===== config.mk =====
export PLATFORM = sky130hd
export DESIGN_NAME = input_feed_sequencer_flat
export DESIGN_NICKNAME = d
export VERILOG_FILES = /design/src/rtl/input_feed_sequencer_if.sv /design/src/rtl/input_feed_sequencer.sv /design/src/flat_wrapper.sv
export SDC_FILE = /design/constraint.sdc
export NUM_CORES = 1
export LEC_CHECK = 0
export ABC_CLOCK_PERIOD_IN_PS = 7200
export CAP_MARGIN = 20
export CORE_ASPECT_RATIO = 1.75
export CORE_MARGIN = 2
export CORE_UTILIZATION = 60
export DETAILED_ROUTE_END_ITERATION = 8
export DONT_BUFFER_PORTS = 1
export GPL_ROUTABILITY_DRIVEN = 0
export GPL_TIMING_DRIVEN = 1
export PLACE_DENSITY = 0.76
export SYNTH_ARGS = -nofsm -noshare
export SYNTH_HDL_FRONTEND = slang
export SYNTH_SLANG_ARGS = --single-unit

===== constraint.sdc =====
create_clock -name clk -period 7.2 [get_ports clk]
set_input_delay 1.44 -clock clk [delete_from_list [all_inputs] [get_ports clk]]
set_output_delay 1.44 -clock clk [all_outputs]
set_load 0.01 [all_outputs]

===== src/rtl/input_feed_sequencer_if.sv =====
// input_feed_sequencer_if: buffer read port, MUX-stage handshake and pass control bundle
interface input_feed_sequencer_if #(parameter int ADDR_WIDTH = 8);
    logic                  start;
    logic [ADDR_WIDTH-1:0] base_addr;
    logic [ADDR_WIDTH:0]   num_words;
    logic [1:0]            weight_bitwidth;
    logic                  buf_rd_en;
    logic [ADDR_WIDTH-1:0] buf_rd_addr;
    logic [31:0]           buf_rd_data;
    logic [31:0]           buffer;
    logic [1:0]            state;
    logic                  valid;
    logic                  ready;
    logic                  busy;
    logic                  done;
    modport master (
        input  start, base_addr, num_words, weight_bitwidth, buf_rd_data, ready,
        output buf_rd_en, buf_rd_addr, buffer, state, valid, busy, done
    );
    modport slave (
        output start, base_addr, num_words, weight_bitwidth, buf_rd_data, ready,
        input  buf_rd_en, buf_rd_addr, buffer, state, valid, busy, done
    );
endinterface


===== src/rtl/input_feed_sequencer.sv =====
// input_feed_sequencer: fetches buffer words and replays each for P weight phases to the MUX stage
module input_feed_sequencer #(
    parameter int ADDR_WIDTH = 8
) (
    input logic                   clk,
    input logic                   reset,
    input_feed_sequencer_if.master bus
);
    typedef enum logic [2:0] {IDLE, FETCH, WAIT, EMIT, DONE} fsm_t;

    fsm_t                  r_fsm;
    logic [ADDR_WIDTH-1:0] r_base;
    logic [ADDR_WIDTH-1:0] r_addr;
    logic [ADDR_WIDTH:0]   r_num;
    logic [ADDR_WIDTH:0]   r_idx;
    logic [1:0]            r_wbw;
    logic [1:0]            r_ph;
    logic [31:0]           r_buffer;
    logic                  r_rd_en;
    logic                  r_valid;
    logic                  r_busy;
    logic                  r_done;
    logic [1:0]            w_last_ph;
    logic [ADDR_WIDTH:0]   w_idx_next;

    assign w_last_ph  = (r_wbw == 2'b00) ? 2'd0 : (r_wbw == 2'b01) ? 2'd1 : 2'd3;
    assign w_idx_next = r_idx + {{ADDR_WIDTH{1'b0}}, 1'b1};

    assign bus.buf_rd_en   = r_rd_en;
    assign bus.buf_rd_addr = r_addr;
    assign bus.buffer      = r_buffer;
    assign bus.state       = r_ph;
    assign bus.valid       = r_valid;
    assign bus.busy        = r_busy;
    assign bus.done        = r_done;

    // Pass sequencer: every output is a register updated on the same edge as the state
    always_ff @(posedge clk or posedge reset) begin
        if (reset) begin
            r_fsm    <= IDLE;
            r_base   <= '0;
            r_addr   <= '0;
            r_num    <= '0;
            r_idx    <= '0;
            r_wbw    <= '0;
            r_ph     <= '0;
            r_buffer <= '0;
            r_rd_en  <= 1'b0;
            r_valid  <= 1'b0;
            r_busy   <= 1'b0;
            r_done   <= 1'b0;
        end else begin
            case (r_fsm)
                IDLE: if (bus.start) begin
                    r_base <= bus.base_addr;
                    r_num  <= bus.num_words;
                    r_wbw  <= bus.weight_bitwidth;
                    r_idx  <= '0;
                    r_ph   <= '0;
                    r_busy <= 1'b1;
                    if (bus.num_words != '0) begin
                        r_rd_en <= 1'b1;
                        r_addr  <= bus.base_addr;
                        r_fsm   <= FETCH;
                    end else begin
                        r_done <= 1'b1;
                        r_fsm  <= DONE;
                    end
                end
                FETCH: begin
                    r_rd_en <= 1'b0;
                    r_fsm   <= WAIT;
                end
                WAIT: begin
                    r_buffer <= bus.buf_rd_data;
                    r_ph     <= '0;
                    r_valid  <= 1'b1;
                    r_fsm    <= EMIT;
                end
                EMIT: if (bus.ready) begin
                    if (r_ph != w_last_ph) begin
                        r_ph <= r_ph + 2'd1;
                    end else if (w_idx_next == r_num) begin
                        r_valid <= 1'b0;
                        r_done  <= 1'b1;
                        r_fsm   <= DONE;
                    end else begin
                        r_valid <= 1'b0;
                        r_idx   <= w_idx_next;
                        r_rd_en <= 1'b1;
                        r_addr  <= r_base + w_idx_next[ADDR_WIDTH-1:0];
                        r_fsm   <= FETCH;
                    end
                end
                DONE: begin
                    r_done <= 1'b0;
                    r_busy <= 1'b0;
                    r_fsm  <= IDLE;
                end
                default: r_fsm <= IDLE;
            endcase
        end
    end
endmodule


===== src/flat_wrapper.sv =====
// flat-port wrapper written by rule: the top's interface ports become plain ports
module input_feed_sequencer_flat 
#(
    parameter int ADDR_WIDTH = 8
)
  (clk, reset, bus_start, bus_base_addr, bus_num_words, bus_weight_bitwidth, bus_buf_rd_data, bus_ready, bus_buf_rd_en, bus_buf_rd_addr, bus_buffer, bus_state, bus_valid, bus_busy, bus_done);
  input_feed_sequencer_if #(.ADDR_WIDTH(ADDR_WIDTH)) bus_i ();
  input logic clk;
  input logic reset;
  input wire logic [$bits(bus_i.start)-1:0] bus_start;
  input wire logic [$bits(bus_i.base_addr)-1:0] bus_base_addr;
  input wire logic [$bits(bus_i.num_words)-1:0] bus_num_words;
  input wire logic [$bits(bus_i.weight_bitwidth)-1:0] bus_weight_bitwidth;
  input wire logic [$bits(bus_i.buf_rd_data)-1:0] bus_buf_rd_data;
  input wire logic [$bits(bus_i.ready)-1:0] bus_ready;
  output wire logic [$bits(bus_i.buf_rd_en)-1:0] bus_buf_rd_en;
  output wire logic [$bits(bus_i.buf_rd_addr)-1:0] bus_buf_rd_addr;
  output wire logic [$bits(bus_i.buffer)-1:0] bus_buffer;
  output wire logic [$bits(bus_i.state)-1:0] bus_state;
  output wire logic [$bits(bus_i.valid)-1:0] bus_valid;
  output wire logic [$bits(bus_i.busy)-1:0] bus_busy;
  output wire logic [$bits(bus_i.done)-1:0] bus_done;
  assign bus_i.start = bus_start;
  assign bus_i.base_addr = bus_base_addr;
  assign bus_i.num_words = bus_num_words;
  assign bus_i.weight_bitwidth = bus_weight_bitwidth;
  assign bus_i.buf_rd_data = bus_buf_rd_data;
  assign bus_i.ready = bus_ready;
  assign bus_buf_rd_en = bus_i.buf_rd_en;
  assign bus_buf_rd_addr = bus_i.buf_rd_addr;
  assign bus_buffer = bus_i.buffer;
  assign bus_state = bus_i.state;
  assign bus_valid = bus_i.valid;
  assign bus_busy = bus_i.busy;
  assign bus_done = bus_i.done;
  input_feed_sequencer #(.ADDR_WIDTH(ADDR_WIDTH)) u_core (.clk(clk), .reset(reset), .bus(bus_i));
endmodule

==> flow_results.xml, run 1 <==
<?xml version="1.0" encoding="UTF-8"?>
<metrics>
  <group name="detailed_routing">
    <metric name="initialDrtViolationCount" unit="">129</metric>
    <metric name="final_routed_wirelength" unit="microns">7670</metric>
    <metric name="count_of_antenna_violating_nets_left_after_detailed_routing" unit="">0</metric>
    <metric name="highest_metal_layer_with_signal_wires" unit="">met4</metric>
    <metric name="drt_pre_antenna_iters" unit="">5</metric>
    <metric name="wl_met3" unit="microns">508</metric>
    <metric name="post_drt_wl_per_cell" unit="microns">18.2</metric>
    <metric name="drt-met1-wl" unit="microns">2800</metric>
    <metric name="routed_via_density" unit="">5.91</metric>
    <metric name="detailroute.via_count" unit="">2493</metric>
    <metric name="met2_wirelength_from_detailed_routing" unit="microns">4140</metric>
    <metric name="drc" unit="">0</metric>
  </group>
  <group name="setup_path">
    <metric name="setup.worst_path.class" unit="">primary input to register</metric>
    <metric name="critPathLaunchType" unit="">primary input</metric>
    <metric name="cp-end-kind" unit="">register</metric>
    <metric name="setup.worst_path.end" unit="">u_core.bus.buf_rd_addr[5]$_DFFE_PP0P_</metric>
    <metric name="reg2reg_slack" unit="ps">4200</metric>
    <metric name="crit_required" unit="ps">7440</metric>
    <metric name="cp_data_arrival_time" unit="ps">3340</metric>
    <metric name="critical_path_start" unit="">bus_num_words[5]</metric>
    <metric name="timing.reg2reg.worst_path_depth" unit="">11</metric>
    <metric name="critPathMaxFanout" unit="">9</metric>
    <metric name="rr_startpoint" unit="">u_core.r_idx[0]$_DFFE_PP0P_</metric>
    <metric name="worstReg2RegEnd" unit="">u_core.bus.buf_rd_addr[7]$_DFFE_PP0P_</metric>
  </group>
  <group name="clock_network">
    <metric name="clk_transition_reported_paths" unit="ps">80</metric>
    <metric name="clock-sinks" unit="">77</metric>
    <metric name="cts_made_buffers" unit="">9</metric>
    <metric name="number_of_buffers_inserted_for_hold_repair_after_clock_tree_synthesis" unit="">0</metric>
    <metric name="ctsRootBufferMaster" unit="">clkbuf_8</metric>
    <metric name="cts_max_path_buffers" unit="">2</metric>
    <metric name="cts_resized" unit="">0</metric>
    <metric name="cts_post_setup_buffers_inserted" unit="">0</metric>
    <metric name="clk-insertion-delay-late" unit="ps">340</metric>
    <metric name="h-tree-depth" unit="">3</metric>
    <metric name="cts_tree" unit="">done</metric>
  </group>
  <group name="logic_synthesis">
    <metric name="synth.yosys.seq_area_share" unit="%">50.1</metric>
    <metric name="synth-seq-cells" unit="">77</metric>
    <metric name="synth_enable_flop_cells" unit="">0</metric>
    <metric name="synthesis.area_per_instance" unit="sq um">11.5</metric>
    <metric name="post_synthesis_instance_area" unit="sq um">3850</metric>
    <metric name="ys_async_sr_fraction" unit="%">100</metric>
    <metric name="synth_cell_types" unit="">45</metric>
    <metric name="yosysWarnings" unit="">0</metric>
    <metric name="syn_inst" unit="">336</metric>
    <metric name="postSynthNetCount" unit="">400</metric>
    <metric name="ys.flop_type" unit="">dfrtp_1</metric>
  </group>
  <group name="timing">
    <metric name="post-route-min-period" unit="ps">3110</metric>
    <metric name="rsz0062_at_grt" unit="">false</metric>
    <metric name="slew_violations" unit="">0</metric>
    <metric name="worst_clock_skew" unit="ps">8.52</metric>
    <metric name="setup_viol" unit="">0</metric>
    <metric name="maxClockFrequency" unit="GHz">0.322</metric>
    <metric name="worst-slew-pin-transition" unit="ps">958</metric>
    <metric name="setup-tns-final" unit="ps">0</metric>
    <metric name="finalCritPeriodShare" unit="%">43.1</metric>
    <metric name="slew_headroom" unit="%">36.1</metric>
    <metric name="final_hold_viol_count" unit="">0</metric>
  </group>
  <group name="die">
    <metric name="die_h" unit="microns">110</metric>
    <metric name="floorplan.core_area" unit="sq um">6180</metric>
    <metric name="chipWidth" unit="microns">64.5</metric>
    <metric name="design.portCount" unit="">101</metric>
    <metric name="placement_rows" unit="">38</metric>
    <metric name="starting_density_of_the_core" unit="%">62.2</metric>
    <metric name="design.die.area" unit="sq um">7090</metric>
  </group>
  <group name="global_routing">
    <metric name="vias_in_the_first_global_route" unit="">2606</metric>
    <metric name="first_pass_grt_wire_length" unit="microns">11900</metric>
    <metric name="maximum_number_of_pins_on_one_net_before_global_route_repair" unit="">78</metric>
    <metric name="antenna_found_initial" unit="">0</metric>
    <metric name="global_route.overflow_total" unit="">0</metric>
    <metric name="grt_usage" unit="%">22.6</metric>
  </group>
  <group name="placed_design">
    <metric name="postPlaceCellArea" unit="sq um">3910</metric>
    <metric name="hpwl" unit="microns">5660</metric>
    <metric name="portBuffers" unit="">0</metric>
  </group>
  <group name="cells_and_area">
    <metric name="drive_gt1_share" unit="%">25.4</metric>
    <metric name="antenna_diodes" unit="">0</metric>
    <metric name="filler_cell_count" unit="">521</metric>
    <metric name="finish.instance_area" unit="sq um">4120</metric>
    <metric name="areaGrowthSynthToFinish" unit="%">7.19</metric>
    <metric name="fin_nets" unit="">401</metric>
  </group>
  <group name="min_path">
    <metric name="holdCritPathClass" unit="">register to register</metric>
    <metric name="worst_hold_path.num_cells" unit="">1</metric>
  </group>
  <group name="outcome">
    <metric name="run_status" unit="">complete, no violations</metric>
  </group>
  <group name="power">
    <metric name="power_per_cell_area" unit="nW/um^2">483</metric>
    <metric name="totalPowerFinal" unit="W">0.00199</metric>
    <metric name="peakVddDrop" unit="V">0.000271</metric>
    <metric name="power.static_leakage" unit="nW">1.84</metric>
  </group>
  <group name="flow_run">
    <metric name="maxCapViolCount" unit="">0</metric>
  </group>
</metrics>
[worst min-delay path by stage]
stage | end | from | slack [ps]
final | u_core.r_base[0]$_DFFE_PP0P_ | u_core.r_base[0]$_DFFE_PP0P_ | 530
after floorplan | u_core.r_num[5]$_DFFE_PP0P_ | u_core.r_num[5]$_DFFE_PP0P_ | 480
after global routing | u_core.r_base[5]$_DFFE_PP0P_ | u_core.r_base[5]$_DFFE_PP0P_ | 550
after global placement | u_core.r_base[0]$_DFFE_PP0P_ | u_core.r_base[0]$_DFFE_PP0P_ | 500
after CTS | u_core.r_base[0]$_DFFE_PP0P_ | u_core.r_base[0]$_DFFE_PP0P_ | 530
after detailed placement | u_core.r_base[0]$_DFFE_PP0P_ | u_core.r_base[0]$_DFFE_PP0P_ | 510
[through the flow]
| step | std cells | hold WS, ps | setup WS (ps) | util (%) |
|---|---|---|---|---|
| after global placement | 406 | 496 | 3880 | 63.3 |
| final | 422 | 525 | 4090 | 66.7 |
| after global routing | 422 | 551 | 3940 | 66.7 |
| after floorplan | 336 | 483 | 3790 | - |
| after detailed placement | 406 | 512 | 3750 | 63.3 |
| after CTS | 422 | 529 | 4120 | 66.7 |
[cell families after synthesis]
family                     after synthesis  synth area share [%]
buffers and inverters                   31                  3.38
muxes                                   59                  17.2
and+or+nand+nor                         87                  11.0
DFF                                     77                  50.1
AOI/OAI and AO/OA                       54                  9.24
adders and majority gates                9                  3.12
xor gates and xnor gates                19                  5.95
[per-layer routing]
| metal | vias to the layer above | GRT usage [%] |
|---|---|---|
| met1 | 1207 | 24.0 |
| met4 | 0 | 12.0 |
| met2 | 86 | 40.6 |
| li1 | 1189 | - |
| met3 | 11 | 5.73 |
| met5 | - | 0 |
[state kept, by name, summed over array words and instances, names as in the netlist, 2 cells and up]
signal and cells:
u_core.r_idx 9, u_core.r_num 9, u_core.bus.buffer 32, u_core.bus.state 2, u_core.r_fsm 3, u_core.bus.buf_rd_addr 8, u_core.r_base 8, u_core.r_wbw 2
[cell usage after synthesis (6+ instances only)]
library cell  instances  area share (%)
clkbuf_1              6            0.59
xor2_1                6             1.4
inv_1                18             1.8
nor2_1               24             2.3
nand2_1              27             2.6
o21ai_0              12             1.6
o221ai_1              6             1.4
dfrtp_1              77              50
mux2_2               58              17
o21ai_1               6            0.78
xnor2_1               8             1.8
ha_1                  8             2.6
a21oi_1              11             1.4
[placed cells by master, fill, tap and decap left out, drive strengths merged, types with 4 or more instances in the layout]
master,count
and3,4
xor2,6
nor3b,4
nand3,5
o221ai,6
mux2,58
clkbuf,13
o21ai,19
ha,8
or2,5
nand2,27
inv,18
nor2,24
nor3,5
a21oi,11
xnor3,4
nand4,4
xnor2,9
dfrtp,77
[final cells by class]
cell class              instances  area, sq um  share of cell area (%)
clock buffers                  13          169                    4.10
clock inverters                 3         42.5                    1.03
flip-flops and latches         77         1930                    46.7
repair buffers                  3         22.5                   0.546
well taps                      80          100                    2.43
inverters                      18         67.6                    1.64
multi-input cells             228         1800                    43.5
[where the power goes]
group	total, W	internal, W	switching (W)
combinational	0.000773	0.000407	0.000366
sequential	0.000879	0.000640	0.000239
clock	0.000339	0.000188	0.000150
total	0.00199	0.00124	0.000755
[worst max-delay path, cell delays in order]
cell      delay, ps
nor4_1          330
nand2_1         100
nor4_1          590
a221oi_1        210
o21ai_2         270
mux2_2          400
(Power assumes the default switching activity.)
==> run 2: changes to the inputs <==
--- a/config.mk
+++ b/config.mk
@@ -5,16 +5,16 @@
 export SDC_FILE = /design/constraint.sdc
 export NUM_CORES = 1
 export LEC_CHECK = 0
-export ABC_CLOCK_PERIOD_IN_PS = 7200
+export ABC_CLOCK_PERIOD_IN_PS = 2600
 export CAP_MARGIN = 20
 export CORE_ASPECT_RATIO = 1.75
 export CORE_MARGIN = 2
-export CORE_UTILIZATION = 60
+export CORE_UTILIZATION = 57
 export DETAILED_ROUTE_END_ITERATION = 8
 export DONT_BUFFER_PORTS = 1
 export GPL_ROUTABILITY_DRIVEN = 0
 export GPL_TIMING_DRIVEN = 1
-export PLACE_DENSITY = 0.76
+export PLACE_DENSITY = 0.75
 export SYNTH_ARGS = -nofsm -noshare
 export SYNTH_HDL_FRONTEND = slang
 export SYNTH_SLANG_ARGS = --single-unit
==> constraint.sdc (replaced) <==
create_clock -name clk -period 2.6 [get_ports clk]
set_input_delay 0.52 -clock clk [delete_from_list [all_inputs] [get_ports clk]]
set_output_delay 0.52 -clock clk [all_outputs]
set_load 0.01 [all_outputs]
==> flow_results.xml, run 2 (synthesis results as in run 1) <==
<?xml version="1.0" encoding="UTF-8"?>
<metrics>
  <group name="outcome">
    <metric name="run_status" unit="">complete, no violations</metric>
  </group>
  <group name="setup_path">
    <metric name="critPathLaunchType" unit="">register</metric>
    <metric name="setup.worst_path.class" unit="">register to register</metric>
    <metric name="timing.reg2reg.worst_path_depth" unit="">11</metric>
    <metric name="cp-end-kind" unit="">register</metric>
    <metric name="crit_required" unit="ps">2820</metric>
    <metric name="reg2reg_slack" unit="ps">30</metric>
    <metric name="rr_startpoint" unit="">u_core.r_idx[0]$_DFFE_PP0P_</metric>
    <metric name="worstReg2RegEnd" unit="">u_core.bus.buf_rd_addr[7]$_DFFE_PP0P_</metric>
    <metric name="cp_data_arrival_time" unit="ps">2790</metric>
    <metric name="critPathMaxFanout" unit="">5</metric>
  </group>
  <group name="timing">
    <metric name="setup_viol" unit="">0</metric>
    <metric name="worst-slew-pin-transition" unit="ps">578</metric>
    <metric name="maxClockFrequency" unit="GHz">0.389</metric>
    <metric name="worst_clock_skew" unit="ps">5.42</metric>
    <metric name="worst_slack" unit="ps">27.4</metric>
    <metric name="final_hold_viol_count" unit="">0</metric>
    <metric name="rsz0062_at_grt" unit="">true</metric>
    <metric name="finalHoldWorstSlack" unit="ps">123</metric>
    <metric name="slew_headroom" unit="%">61.4</metric>
    <metric name="finalCritPeriodShare" unit="%">98.9</metric>
    <metric name="post-route-min-period" unit="ps">2570</metric>
    <metric name="slew_violations" unit="">0</metric>
  </group>
  <group name="detailed_routing">
    <metric name="initialDrtViolationCount" unit="">173</metric>
    <metric name="detailroute.via_count" unit="">2651</metric>
    <metric name="post_drt_wl_per_cell" unit="microns">19.3</metric>
    <metric name="final_routed_wirelength" unit="microns">8480</metric>
    <metric name="drt_pre_antenna_iters" unit="">4</metric>
    <metric name="drc" unit="">0</metric>
    <metric name="routed_via_density" unit="">6.04</metric>
    <metric name="count_of_antenna_violating_nets_left_after_detailed_routing" unit="">0</metric>
  </group>
  <group name="die">
    <metric name="starting_density_of_the_core" unit="%">58.8</metric>
    <metric name="design.die.area" unit="sq um">7450</metric>
    <metric name="chipWidth" unit="microns">66.1</metric>
    <metric name="design.portCount" unit="">101</metric>
    <metric name="placement_rows" unit="">39</metric>
    <metric name="floorplan.core_area" unit="sq um">6540</metric>
    <metric name="die_h" unit="microns">113</metric>
  </group>
  <group name="power">
    <metric name="power_per_cell_area" unit="nW/um^2">1410</metric>
    <metric name="totalPowerFinal" unit="W">0.00634</metric>
    <metric name="peakVddDrop" unit="V">0.000958</metric>
    <metric name="power.static_leakage" unit="nW">1.99</metric>
  </group>
  <group name="placed_design">
    <metric name="portBuffers" unit="">0</metric>
    <metric name="place.detailed.instances" unit="">422</metric>
    <metric name="dp_slack" unit="ps">2.21</metric>
    <metric name="hpwl" unit="microns">6130</metric>
  </group>
  <group name="cells_and_area">
    <metric name="filler_cell_count" unit="">502</metric>
    <metric name="finalCoreUtilization" unit="%">68.8</metric>
    <metric name="antenna_diodes" unit="">0</metric>
    <metric name="drive_gt1_share" unit="%">32.8</metric>
    <metric name="final_cell_mix" unit="">dfrtp_1 (76), mux2_2 (58), nand2_1 (27)</metric>
    <metric name="final_cells" unit="">439</metric>
    <metric name="layout_commonest_cell" unit="">dfrtp_1</metric>
    <metric name="largest_register_ffs" unit="">32</metric>
    <metric name="areaGrowthSynthToFinish" unit="%">16.9</metric>
    <metric name="fin_nets" unit="">416</metric>
  </group>
  <group name="global_routing">
    <metric name="antenna_found_initial" unit="">0</metric>
    <metric name="first_pass_grt_wire_length" unit="microns">13500</metric>
    <metric name="maximum_number_of_pins_on_one_net_before_global_route_repair" unit="">35</metric>
    <metric name="grt_usage" unit="%">24.6</metric>
    <metric name="global_route.overflow_total" unit="">0</metric>
    <metric name="vias_in_the_first_global_route" unit="">2835</metric>
  </group>
  <group name="clock_network">
    <metric name="h-tree-depth" unit="">3</metric>
    <metric name="ctsRootBufferMaster" unit="">clkbuf_16</metric>
    <metric name="clk-insertion-delay-late" unit="ps">340</metric>
    <metric name="cts_tree" unit="">done</metric>
    <metric name="number_of_buffers_inserted_for_hold_repair_after_clock_tree_synthesis" unit="">0</metric>
    <metric name="clk_transition_reported_paths" unit="ps">60</metric>
    <metric name="cts_max_path_buffers" unit="">2</metric>
    <metric name="clock-sinks" unit="">77</metric>
    <metric name="cts_made_buffers" unit="">9</metric>
  </group>
  <group name="min_path">
    <metric name="holdCritPathClass" unit="">primary input to asynchronous set/reset pin</metric>
  </group>
  <group name="flow_run">
    <metric name="maxCapViolCount" unit="">0</metric>
  </group>
</metrics>
-- run 2: worst max-delay path, stage by stage (launching register included) --
cell      delay, ps
dfrtp_1         390
ha_4            170
nand3_4         100
and2_4          160
or2_4           230
ha_4            260
nand3_2          70
o211ai_1        130
o41ai_2         400
xor2_1          190
o21ai_1          80
mux2_2          260
-- run 2: power by group --
group | switching, W | internal, W | leakage, nW
Clock | 0.000495 | 0.000942 | 0.162
Combinational | 0.00114 | 0.00132 | 0.889
Sequential | 0.000666 | 0.00178 | 0.935
Total | 0.00231 | 0.00404 | 1.99
-- run 2: how the worst max path moves through the flow --
| stage | start | endpoint | slack, ps | cells past startpoint |
|---|---|---|---|---|
| after floorplan | u_core.r_idx[0]$_DFFE_PP0P_ | u_core.bus.buf_rd_addr[7]$_DFFE_PP0P_ | 20 | 11 |
| after global placement | u_core.r_idx[0]$_DFFE_PP0P_ | u_core.bus.buf_rd_addr[7]$_DFFE_PP0P_ | 110 | 11 |
| after detailed placement | u_core.r_idx[1]$_DFFE_PP0P_ | u_core.bus.buf_rd_addr[7]$_DFFE_PP0P_ | 2 | 11 |
| after CTS | u_core.r_idx[2]$_DFFE_PP0P_ | u_core.bus.buf_rd_addr[7]$_DFFE_PP0P_ | 4 | 10 |
| after global routing | u_core.r_idx[0]$_DFFE_PP0P_ | u_core.bus.buf_rd_addr[7]$_DFFE_PP0P_ | -110 | 11 |
| final | u_core.r_idx[0]$_DFFE_PP0P_ | u_core.bus.buf_rd_addr[7]$_DFFE_PP0P_ | 30 | 11 |
-- run 2: final cells by class --
class	instances	area, sq um	share of cell area [%]
inverter	18	67.6	1.50
clock buffer	9	225	5.01
timing repair buffer	18	160	3.56
tap	82	103	2.28
multi-input combinational	228	1890	42.0
sequential	77	1930	42.9
clock inverter	7	123	2.73
-- run 2: routing by layer --
metal / routed length (microns) / share of wire (%) / track usage (%) / vias up
met3: 486 / 5.7 / 7.41 / 24
met5: 0 / 0 / 0 / -
met2: 4710 / 56 / 42.7 / 104
met4: 375 / 4.4 / 13.3 / 0
li1: - / - / - / 1218
met1: 2910 / 34 / 25.6 / 1305
-- run 2: what timing repair did --
item,4_1_cts,5_1_grt
setup endpoints to repair,3,3
pin swaps,4,9
hold endpoints to repair,0,0
setup buffers,0,1
resized for setup,9,7
-- run 2: stage by stage --
stage / instance area (sq um) / TNS (ps)
after floorplan: 3860 / 0
after global placement: 4060 / 0
after detailed placement: 4060 / 0
after CTS: 4460 / 0
after global routing: 4500 / -172
final: 4500 / 0
